===== config.mk =====
export PLATFORM = sky130hd
export DESIGN_NAME = led_scan_ctrl
export DESIGN_NICKNAME = d
export VERILOG_FILES = /design/src/rtl/led_scan_ctrl.sv
export SDC_FILE = /design/constraint.sdc
export NUM_CORES = 1
export LEC_CHECK = 0
export BUFFER_PORTS_ARGS = -buffer_cell sky130_fd_sc_hd__buf_2
export CORE_AREA = 2 2 54 43
export DETAILED_ROUTE_END_ITERATION = 10
export DIE_AREA = 0 0 56 45
export PLACE_DENSITY = 0.81
export SLEW_MARGIN = 20
export SYNTH_ARGS = -nofsm -noshare
export SYNTH_HDL_FRONTEND = slang
export SYNTH_SLANG_ARGS = --single-unit
export TNS_END_PERCENT = 5

===== constraint.sdc =====
create_clock -name clk -period 4.1 [get_ports clk]
set_input_delay 0.41 -clock clk [delete_from_list [all_inputs] [get_ports clk]]
set_output_delay 0.41 -clock clk [all_outputs]
set_load 0.05 [all_outputs]

===== src/rtl/led_scan_ctrl.sv =====
// Step sequencer for a 3-to-8 active-low LED decoder: chase up/down, bounce or static
// hold patterns, advancing one position every DIV clocks.
module led_scan_ctrl #(
    parameter int DIV = 4
) (
    input  logic       clk,
    input  logic       rst,
    input  logic       start,
    input  logic       stop,
    input  logic [1:0] mode,
    input  logic [2:0] sel_in,
    output logic       busy,
    output logic [2:0] switch,
    output logic [2:0] enable,
    output logic       wrap
);

    typedef enum logic [2:0] {
        IDLE   = 3'd0,
        UP     = 3'd1,
        DOWN   = 3'd2,
        BOUNCE = 3'd3,
        HOLD   = 3'd4
    } state_t;

    localparam logic [7:0] DIV_M1 = 8'(DIV - 1);

    state_t     state_r, state_s;
    logic [2:0] pos_r, pos_s;
    logic [7:0] presc_r, presc_s;
    logic       dir_down_r, dir_down_s;
    logic       wrap_r, wrap_s;
    logic       busy_r, busy_s;
    logic [2:0] enable_r, enable_s;
    logic       tick_s;
    logic [2:0] pos_inc_s, pos_dec_s;

    // State and output registers; reset takes priority over everything.
    always_ff @(posedge clk) begin
        if (rst) begin
            state_r    <= IDLE;
            pos_r      <= 3'd0;
            presc_r    <= 8'd0;
            dir_down_r <= 1'b0;
            wrap_r     <= 1'b0;
            busy_r     <= 1'b0;
            enable_r   <= 3'b000;
        end else begin
            state_r    <= state_s;
            pos_r      <= pos_s;
            presc_r    <= presc_s;
            dir_down_r <= dir_down_s;
            wrap_r     <= wrap_s;
            busy_r     <= busy_s;
            enable_r   <= enable_s;
        end
    end

    // Next-state, position stepping and registered-output values.
    always_comb begin
        state_s    = state_r;
        pos_s      = pos_r;
        presc_s    = presc_r;
        dir_down_s = dir_down_r;
        wrap_s     = 1'b0;
        busy_s     = busy_r;
        enable_s   = enable_r;
        tick_s     = (presc_r == DIV_M1);
        pos_inc_s  = pos_r + 3'd1;
        pos_dec_s  = pos_r - 3'd1;

        case (state_r)
            IDLE: begin
                presc_s = 8'd0;
                if (start && !stop) begin
                    pos_s      = sel_in;
                    busy_s     = 1'b1;
                    enable_s   = 3'b100;
                    dir_down_s = (sel_in == 3'd7);
                    case (mode)
                        2'b00:   state_s = UP;
                        2'b01:   state_s = DOWN;
                        2'b10:   state_s = BOUNCE;
                        default: state_s = HOLD;
                    endcase
                end else begin
                    busy_s   = 1'b0;
                    enable_s = 3'b000;
                end
            end
            default: begin
                if (stop) begin
                    // Switch keeps its last value; the decoder is disabled anyway.
                    state_s  = IDLE;
                    presc_s  = 8'd0;
                    busy_s   = 1'b0;
                    enable_s = 3'b000;
                end else begin
                    presc_s = tick_s ? 8'd0 : presc_r + 8'd1;
                    if (tick_s) begin
                        case (state_r)
                            UP: begin
                                pos_s  = pos_inc_s;
                                wrap_s = (pos_inc_s == 3'd0);
                            end
                            DOWN: begin
                                pos_s  = pos_dec_s;
                                wrap_s = (pos_dec_s == 3'd7);
                            end
                            BOUNCE: begin
                                // Direction flips on arrival at an end, so pos never wraps.
                                if (dir_down_r) begin
                                    pos_s      = pos_dec_s;
                                    wrap_s     = (pos_dec_s == 3'd0);
                                    dir_down_s = (pos_dec_s != 3'd0);
                                end else begin
                                    pos_s      = pos_inc_s;
                                    wrap_s     = (pos_inc_s == 3'd7);
                                    dir_down_s = (pos_inc_s == 3'd7);
                                end
                            end
                            default: begin
                                pos_s = pos_r;
                            end
                        endcase
                    end else begin
                        pos_s = pos_r;
                    end
                end
            end
        endcase
    end

    assign busy   = busy_r;
    assign switch = pos_r;
    assign enable = enable_r;
    assign wrap   = wrap_r;

endmodule

==> flow_metrics.env, run 1 <==
export IMPL_outcome="complete, no violations"
export IMPL_track_usage_pct=20.5
export IMPL_cts_made_buffers=3
export IMPL_grtUsageMet1_pct=29.1
export IMPL_clk_latency_ps=290
export IMPL_htreeDepth=1
export IMPL_overflow=0
export IMPL_die_w_um=56
export IMPL_synth_cells=130
export IMPL_grt_pass1_wl_um=4060
export IMPL_finalSetupViolCount=0
export IMPL_gp_congestion=0.889
export IMPL_critPathKind="register to register"
export IMPL_final_max_slew_viol_count=0
export IMPL_drive_gt1_share_pct=19.3
export IMPL_design_area_mm2=0.00119
export IMPL_ys_warn_count=0
export IMPL_drt_iter0_markers=35
export IMPL_final_hold_viol_count=0
export IMPL_synthDistinctLibCells=41
export IMPL_place_ws_ps=2230
export IMPL_rsz0062_at_grt="false"
export IMPL_holdBufCountCts=0
export IMPL_place_area_mm2=0.00117
export IMPL_irDropWorstVdd_mv=0.242
export IMPL_crit_path_start_kind="register"
export IMPL_num_rows=14
export IMPL_clk_pin_slew_worst_paths_ps=90
export IMPL_grt_max_degree=13
export IMPL_synth_avg_cell_area_um2=8.65
export IMPL_endpoint_kind="register"
export IMPL_nNetsFinal=160
export IMPL_vias_per_cell=5.95
export IMPL_antenna_found_initial=0
export IMPL_period_minus_slack_ps=1890
export IMPL_dr_pass1_iters=4
export IMPL_ys_flop_type="dfxtp_1"
export IMPL_max_freq_mhz=530
export IMPL_cts_tree="yes"
export IMPL_antenna_cells=0
export IMPL_ctsResizeCount=0
export IMPL_powerDensity_mw_per_mm2=284
export IMPL_cts_root_buf="clkbuf_4"
export IMPL_start_util_pct=57.3
export IMPL_leakagePower_uw=0.000482
export IMPL_async_flop_share_pct=0
export IMPL_core_area_mm2=0.00196
export IMPL_wl_um=2330
export IMPL_ys_seq_area_share_pct=30.3
export IMPL_worstPathMaxFanout=6
export IMPL_hp_class="primary input to register"
export IMPL_grt_use_met3_pct=7.16
export IMPL_ant_nets=0
export IMPL_clkSinkCount=17
export IMPL_drc=0
export IMPL_worstPathArrival_ps=2080
export IMPL_port_buffers=14
export IMPL_wl_per_cell_um=14.2
export IMPL_cap_violations=0
export IMPL_synth_edf_count=0
export IMPL_fin_setup_tns_ps=0
export IMPL_finalCritPeriodShare_pct=46.1
export IMPL_grt_pass1_vias=869
export IMPL_use_met2_pct=31.3
export IMPL_dp_hpwl_um=1840
export IMPL_num_vias=975
export IMPL_synth_seq_cells=17
export IMPL_cts_setup_buffers=0
export IMPL_crit_required_ps=4290
export IMPL_final_setup_worst_slack_ps=2210
export IMPL_clk_path_buf_depth=2
export IMPL_ios=17
export IMPL_dieArea_mm2=0.00252
export IMPL_area_growth_pct=6.01
export IMPL_fp_dieH_um=45
export IMPL_synth_area_mm2=0.00112
export IMPL_clock_skew_final_ps=0.782
export IMPL_grt_busiest_layer="met2"
export IMPL_holdWs_ps=356
==> layout make-up <==
cell class	count	area, um2
Sequential cell	17	340
Tap cell	24	30.0
Fill cell	183	769
Timing Repair Buffer	14	70.1
Inverter	7	26.3
Clock buffer	4	26.3
Multi-Input combinational cell	98	699
==> sequential cells by signal, summed over array words and instances, names as in the netlist <==
register	cells
presc_r	8
dir_down_r	1
state_r	3
wrap	1
enable	1
switch	3
==> cell usage in the layout (no fill, tap or decap), drive strengths merged, types with 3 or more instances in the layout <==
| master | n |
|---|---|
| a311oi | 4 |
| nor2 | 16 |
| nor3 | 3 |
| clkbuf | 4 |
| xor2 | 6 |
| inv | 7 |
| a21oi | 5 |
| o21ai | 5 |
| ha | 10 |
| nand2 | 10 |
| and3 | 4 |
| dfxtp | 17 |
| nand3 | 7 |
| buf | 14 |
| xnor2 | 3 |
==> through the flow <==
| stage | instances | utilization (%) | total power (uW) |
|---|---|---|---|
| after global placement | 160 | 59.4 | 251 |
| final | 164 | 60.8 | 339 |
| after global routing | 164 | 60.8 | 358 |
| after detailed placement | 160 | 59.4 | 254 |
| after CTS | 164 | 60.8 | 340 |
| after floorplan | 131 | - | 238 |
==> where the power goes <==
group / internal [uW] / switching [uW]
Combinational: 25.4 / 45.3
Sequential: 170 / 10.1
Clock: 37.8 / 50.6
Total: 233 / 106
==> layer usage <==
layer / part of all wire [%] / routed length (um)
met1: 46 / 1070
met2: 43 / 1010
met3: 10 / 244
met4: 0.43 / 10
met5: 0 / 0
==> logic make-up after synthesis <==
group | after synthesis | synth area share [%]
AOI/OAI and AO/OA | 26 | 17.9
xor gates and xnor gates | 9 | 7.01
adders and majority gates | 10 | 11.1
buffers and inverters | 16 | 7.90
DFF | 17 | 30.3
muxes | 1 | 0.890
other | 1 | 0.333
and+or+nand+nor | 50 | 24.6
==> critical path, cell delays in order (launching register included) <==
cell       delay (ps)
dfxtp_1           440
inv_1             120
ha_1              260
and3b_1           240
a311oi_1           60
a311oi_1          250
o21ai_1           120
a2111oi_2         300
==> synthesized netlist by cell type (2+ instances only) <==
master | instances | area (um2)
o221ai_1 | 2 | 17.5
xnor2_1 | 3 | 26.3
buf_4 | 5 | 37.5
nor2_1 | 16 | 60.1
buf_2 | 2 | 10.0
a31oi_1 | 2 | 12.5
dfxtp_1 | 17 | 340
ha_1 | 10 | 125
nand4_1 | 2 | 12.5
nor3_1 | 2 | 10.0
and3_1 | 3 | 18.8
nand3_1 | 7 | 35.0
o21ai_0 | 3 | 15.0
nand2_1 | 9 | 33.8
inv_1 | 7 | 26.3
o22ai_1 | 2 | 12.5
xor2_1 | 6 | 52.6
a311oi_1 | 4 | 35.0
a21oi_1 | 5 | 25.0
nand2b_1 | 2 | 12.5
==> path summary, 6_finish.rpt <==
path	start	endpoint	slack, ps	cells after the start
worst max-delay path	switch[0]	wrap	2210	7
worst min register to register	enable[2]	enable[2]	470	2
worst max register to register	switch[0]	wrap	2210	7
worst min-delay path	rst	dir_down_r	360	2
Note: power is estimated with default switching activity, not from simulation.
==> inputs of run 2 (changes only) <==
--- a/config.mk
+++ b/config.mk
@@ -6,10 +6,10 @@
 export NUM_CORES = 1
 export LEC_CHECK = 0
 export BUFFER_PORTS_ARGS = -buffer_cell sky130_fd_sc_hd__buf_2
-export CORE_AREA = 2 2 54 43
+export CORE_AREA = 2 2 56 45
 export DETAILED_ROUTE_END_ITERATION = 10
-export DIE_AREA = 0 0 56 45
-export PLACE_DENSITY = 0.81
+export DIE_AREA = 0 0 58 47
+export PLACE_DENSITY = 0.75
 export SLEW_MARGIN = 20
 export SYNTH_ARGS = -nofsm -noshare
 export SYNTH_HDL_FRONTEND = slang
==> constraint.sdc (replaced) <==
create_clock -name clk -period 1.9 [get_ports clk]
set_input_delay 0.19 -clock clk [delete_from_list [all_inputs] [get_ports clk]]
set_output_delay 0.19 -clock clk [all_outputs]
set_load 0.05 [all_outputs]
==> run 2 against run 1 <==
Design area rose by 2.8%. Hold slack got worse by 230 ps. Combinational power rose by 120%. Global-route usage fell by 1.8 points. Die area rose by 8.2%. Fmax rose by 8.9%. Wire length fell by 0.81%. Core utilization fell by 4.5 points. Clock skew rose by 2.2 ps. Clock power rose by 120%. Register-to-register slack got worse by 2000 ps. Sequential cell count did not move. Critical endpoint unchanged. Largest power group unchanged.
==> flow_metrics.env, run 2 (synthesis results as in run 1) <==
export IMPL_clock_skew_final_ps=2.99
export IMPL_num_vias=977
export IMPL_wl_per_cell_um=13.8
export IMPL_fin_total_pwr_uw=739
export IMPL_holdWs_ps=122
export IMPL_core_area_mm2=0.00218
export IMPL_area_growth_pct=9.01
export IMPL_dieArea_mm2=0.00273
export IMPL_finalCritPeriodShare_pct=91.3
export IMPL_hp_class="primary input to register"
export IMPL_startpoint="switch[0]"
export IMPL_irDropWorstVdd_mv=0.577
export IMPL_hold_depth=2
export IMPL_worstPathMaxFanout=5
export IMPL_powerDensity_mw_per_mm2=603
export IMPL_port_buffers=14
export IMPL_crit_required_ps=2090
export IMPL_crit_path_start_kind="register"
export IMPL_period_minus_slack_ps=1730
export IMPL_antenna_found_initial=0
export IMPL_timing_rr_start="switch[0]"
export IMPL_clkSinkCount=17
export IMPL_largest_reg_flops=8
export IMPL_drt_iter0_markers=22
export IMPL_drive_gt1_share_pct=23.1
export IMPL_critical_path_top_delay_family="compound AO/OA/AOI/OAI gates"
export IMPL_ios=17
export IMPL_start_util_pct=51.7
export IMPL_clk_path_buf_depth=2
export IMPL_outcome="complete, no violations"
export IMPL_regMostFlops="presc_r"
export IMPL_cp_num_cells=7
export IMPL_antenna_cells=0
export IMPL_grt_max_degree=13
export IMPL_r2r_end="wrap"
export IMPL_critPathMaxStageDelay_ps=380
export IMPL_dp_hpwl_um=1790
export IMPL_fp_dieH_um=47
export IMPL_cts_made_buffers=3
export IMPL_htreeDepth=1
export IMPL_dr_pass1_iters=4
export IMPL_ant_nets=0
export IMPL_clk_pin_slew_worst_paths_ps=100
export IMPL_die_w_um=58
export IMPL_drc=0
export IMPL_cts_tree="yes"
export IMPL_reg2regPathDepth=7
export IMPL_track_usage_pct=18.7
export IMPL_overflow=0
export IMPL_timing_critical_path_buf_inv=1
export IMPL_finalSetupViolCount=0
export IMPL_final_cell_mix="16 x nor2_1, 15 x dfxtp_1, 14 x buf_2"
export IMPL_final_hold_viol_count=0
export IMPL_critPathCapture="wrap"
export IMPL_num_rows=15
export IMPL_leakagePower_uw=0.000498
export IMPL_path_cells="inv_1, ha_2, and3b_1, a311oi_1, a311oi_1, o21ai_1, a2111oi_2"
export IMPL_cap_violations=0
export IMPL_worstPathArrival_ps=1930
export IMPL_grt_pass1_wl_um=3830
export IMPL_wl_um=2310
export IMPL_final_common_cell="nor2_1"
export IMPL_endpoint_kind="register"
export IMPL_cts_root_buf="clkbuf_4"
export IMPL_clk_latency_ps=290
export IMPL_hold_path_startpoint="rst"
export IMPL_ff2ff_setup_slack_ps=170
export IMPL_critPathKind="register to register"
export IMPL_grt_pass1_vias=878
export IMPL_cp_slowest_cell="dfxtp_4"
export IMPL_vias_per_cell=5.82
export IMPL_cpMostUsedCell="a311oi_1"
export IMPL_holdBufCountCts=0
export IMPL_nNetsFinal=163
export IMPL_max_freq_mhz=577
export IMPL_gp_congestion=0.867
export IMPL_final_max_slew_viol_count=0
==> run 2: cell types whose count changed in the layout (fill, tap and decap cells not counted) <==
cell,before,now
dfxtp_4,0,2
buf_4,0,3
dfxtp_1,17,15
ha_2,0,1
ha_1,10,9
==> run 2: worst reg2reg max path: stages (launching register included) <==
cell,delay [ps]
dfxtp_4,380
inv_1,80
ha_2,200
and3b_1,230
a311oi_1,60
a311oi_1,220
o21ai_1,100
a2111oi_2,370
==> run 2: worst min-delay path by stage <==
stage	end	slack (ps)
after floorplan	switch[1]	250
after global placement	switch[1]	430
after detailed placement	switch[1]	430
after CTS	switch[1]	120
after global routing	switch[1]	100
final	switch[1]	120
==> run 2: metrics by stage <==
step | instance area (um2) | util (%) | setup TNS, ps | instances | setup slack, ps
after floorplan | 1130 | - | 0 | 131 | 41.0
after global placement | 1180 | 54.2 | 0 | 162 | 178
after detailed placement | 1180 | 54.2 | 0 | 162 | 113
after CTS | 1210 | 55.4 | 0 | 166 | 83.5
after global routing | 1230 | 56.3 | -0.525 | 168 | -0.525
final | 1230 | 56.3 | 0 | 168 | 166
==> run 2: where the power goes <==
part	internal, uW	leakage [uW]	switching [uW]
sequential	366	0.000139	20.1
clock	81.7	0.0000150	113
combinational	59.3	0.000344	99.3
==> run 2: layout make-up <==
cell class	instances	area, um2
well taps	25	31.3
clock buffers	4	26.3
fillers	186	951
multi-input cells	98	702
repair buffers	17	92.6
flip-flops and latches	17	348
inverters	7	26.3
==> run 2: repair_timing <==
item,in CTS,in global routing
buffers inserted,0,2
endpoints found under the setup margin,0,1
resized for setup,0,2
==> run 2: per-layer routing <==
layer / share of wire [%] / wire, um / track usage [%] / up-vias
met2: 44 / 1020 / 29.8 / 43
met5: 0 / 0 / 0 / -
met3: 7.0 / 163 / 6.06 / 4
li1: - / - / - / 484
met1: 48 / 1100 / 24.4 / 446
met4: 1.2 / 27 / 6.51 / 0
==> inputs of run 3 (changes only) <==
--- a/config.mk
+++ b/config.mk
@@ -7,6 +7,7 @@
 export LEC_CHECK = 0
 export BUFFER_PORTS_ARGS = -buffer_cell sky130_fd_sc_hd__buf_2
 export CORE_AREA = 2 2 56 45
+export CTS_BUF_LIST = sky130_fd_sc_hd__clkbuf_16
 export DETAILED_ROUTE_END_ITERATION = 10
 export DIE_AREA = 0 0 58 47
 export PLACE_DENSITY = 0.75
==> run 3 against run 2 <==
Wire length grew 4.1%. First-iteration DRC count grew 18%. Non-clock buffer count fell by 2. Sequential power about the same. Via count is 2.1% lower. Setup slack lost 6.3 ps. Core utilization increased by 1.7 points. Critical path depth unchanged. Total power grew 30%. Global-route usage grew 0.89 points.
==> flow_metrics.env, run 3 (synthesis results as in run 1) <==
export IMPL_area_growth_pct=12.3
export IMPL_grt_pass1_vias=903
export IMPL_track_usage_pct=19.6
export IMPL_fp_dieH_um=47
export IMPL_overflow=0
export IMPL_critPathKind="register to register"
export IMPL_ant_nets=0
export IMPL_start_util_pct=51.7
export IMPL_clock_skew_final_ps=1.20
export IMPL_cp_slowest_cell="dfxtp_4"
export IMPL_max_freq_mhz=575
export IMPL_die_w_um=58
export IMPL_period_minus_slack_ps=1740
export IMPL_finalSetupViolCount=0
export IMPL_drive_gt1_share_pct=22.0
export IMPL_clk_path_buf_depth=2
export IMPL_vias_per_cell=5.76
export IMPL_clk_pin_slew_worst_paths_ps=50
export IMPL_dp_hpwl_um=1790
export IMPL_cap_violations=0
export IMPL_cts_tree="yes"
export IMPL_crit_path_start_kind="register"
export IMPL_worstPathMaxFanout=6
export IMPL_finalCritPeriodShare_pct=91.6
export IMPL_finalNonFillerCells=166
export IMPL_leakagePower_uw=0.000515
export IMPL_cts_root_buf="clkbuf_16"
export IMPL_rsz0062_at_grt="false"
export IMPL_wl_per_cell_um=14.5
export IMPL_fin_setup_tns_ps=0
export IMPL_outcome="complete, no violations"
export IMPL_core_area_mm2=0.00218
export IMPL_dr_pass1_iters=4
export IMPL_endpoint_kind="register"
export IMPL_worstPathArrival_ps=1890
export IMPL_irDropWorstVdd_mv=0.554
export IMPL_dieArea_mm2=0.00273
export IMPL_grt_pass1_wl_um=3920
export IMPL_fin_total_pwr_uw=963
export IMPL_nNetsFinal=161
export IMPL_regMostFlops="presc_r"
export IMPL_final_setup_worst_slack_ps=160
export IMPL_final_hold_viol_count=0
export IMPL_final_common_cell="nor2_1"
export IMPL_cts_made_buffers=3
export IMPL_grt_max_degree=13
export IMPL_final_cell_mix="16 x nor2_1, 15 x dfxtp_1, 14 x buf_2"
export IMPL_antenna_found_initial=0
export IMPL_gp_congestion=0.867
export IMPL_fin_util_pct=58.0
export IMPL_powerDensity_mw_per_mm2=762
export IMPL_wl_um=2410
export IMPL_place_ws_ps=113
export IMPL_drt_iter0_markers=26
export IMPL_port_buffers=14
export IMPL_num_vias=956
export IMPL_crit_required_ps=2050
export IMPL_drc=0
export IMPL_final_max_slew_viol_count=0
export IMPL_cpMostUsedCell="a311oi_1"
export IMPL_htreeDepth=1
export IMPL_placed_cells=162
export IMPL_clkSinkCount=17
export IMPL_largest_reg_flops=8
export IMPL_path_cells="inv_1, ha_2, and3b_1, a311oi_1, a311oi_1, o21ai_1, a2111oi_2"
export IMPL_ios=17
export IMPL_critPathMaxStageDelay_ps=370
export IMPL_clk_latency_ps=250
export IMPL_hp_class="primary input to register"
export IMPL_num_rows=15
export IMPL_antenna_cells=0
run 3: cell types whose count changed in the layout (fill, tap and decap cells not counted), sizes merged:
cell,before,now
inv,7,8
clkbuf,4,3
buf,17,15
run 3: worst paths after layout:
path	end	start	slack, ps	depth (start not counted)
worst max-delay path	wrap	switch[0]	160	7
worst min-delay path	switch[1]	rst	170	2
worst max register to register	wrap	switch[0]	160	7
worst min register to register	enable[2]	enable[2]	470	2
run 3: what timing repair did:
item | 4_1_cts | 5_1_grt
gates resized for setup | 0 | 2
hold buffers | 0 | 0
buffers inserted | 0 | 0
setup endpoints to repair | 0 | 1
run 3: critical path: cells and delay by family, from the launching register on:
kind	cells	cell delay [ps]
AO/OA/AOI/OAI	4	750
adder cells (fa/ha/maj)	1	210
buffers and inverters	1	90
flip-flops	1	370
AND/OR/NAND/NOR	1	230
run 3: cell type report:
cell class,instances,area [um2]
clock buffer,3,75.1
multi-input combinational,98,702
timing repair buffer,15,77.6
clock inverter,1,3.75
tap,25,31.3
sequential,17,348
fill,183,913
inverter,7,26.3
run 3: per-stage QoR:
| step | hold slack, ps | instance area, um2 |
|---|---|---|
| 2_1_floorplan | 255 | 1130 |
| 3_3_place_gp | 433 | 1180 |
| 3_5_place_dp | 434 | 1180 |
| 4_1_cts | 171 | 1260 |
| 5_1_grt | 168 | 1260 |
| 6_report | 170 | 1260 |
run 3: power by group:
group / switching [uW] / internal (uW)
clock: 141 / 280
sequential: 21.4 / 367
combinational: 98.4 / 55.7
run 3: metal layers:
metal | up-vias | global-route usage [%] | wire length, um
met5 | - | 0 | 0
met4 | 0 | 10.7 | 61
met3 | 9 | 6.89 | 169
met2 | 32 | 31.1 | 1090
met1 | 442 | 23.9 | 1090
li1 | 473 | - | -
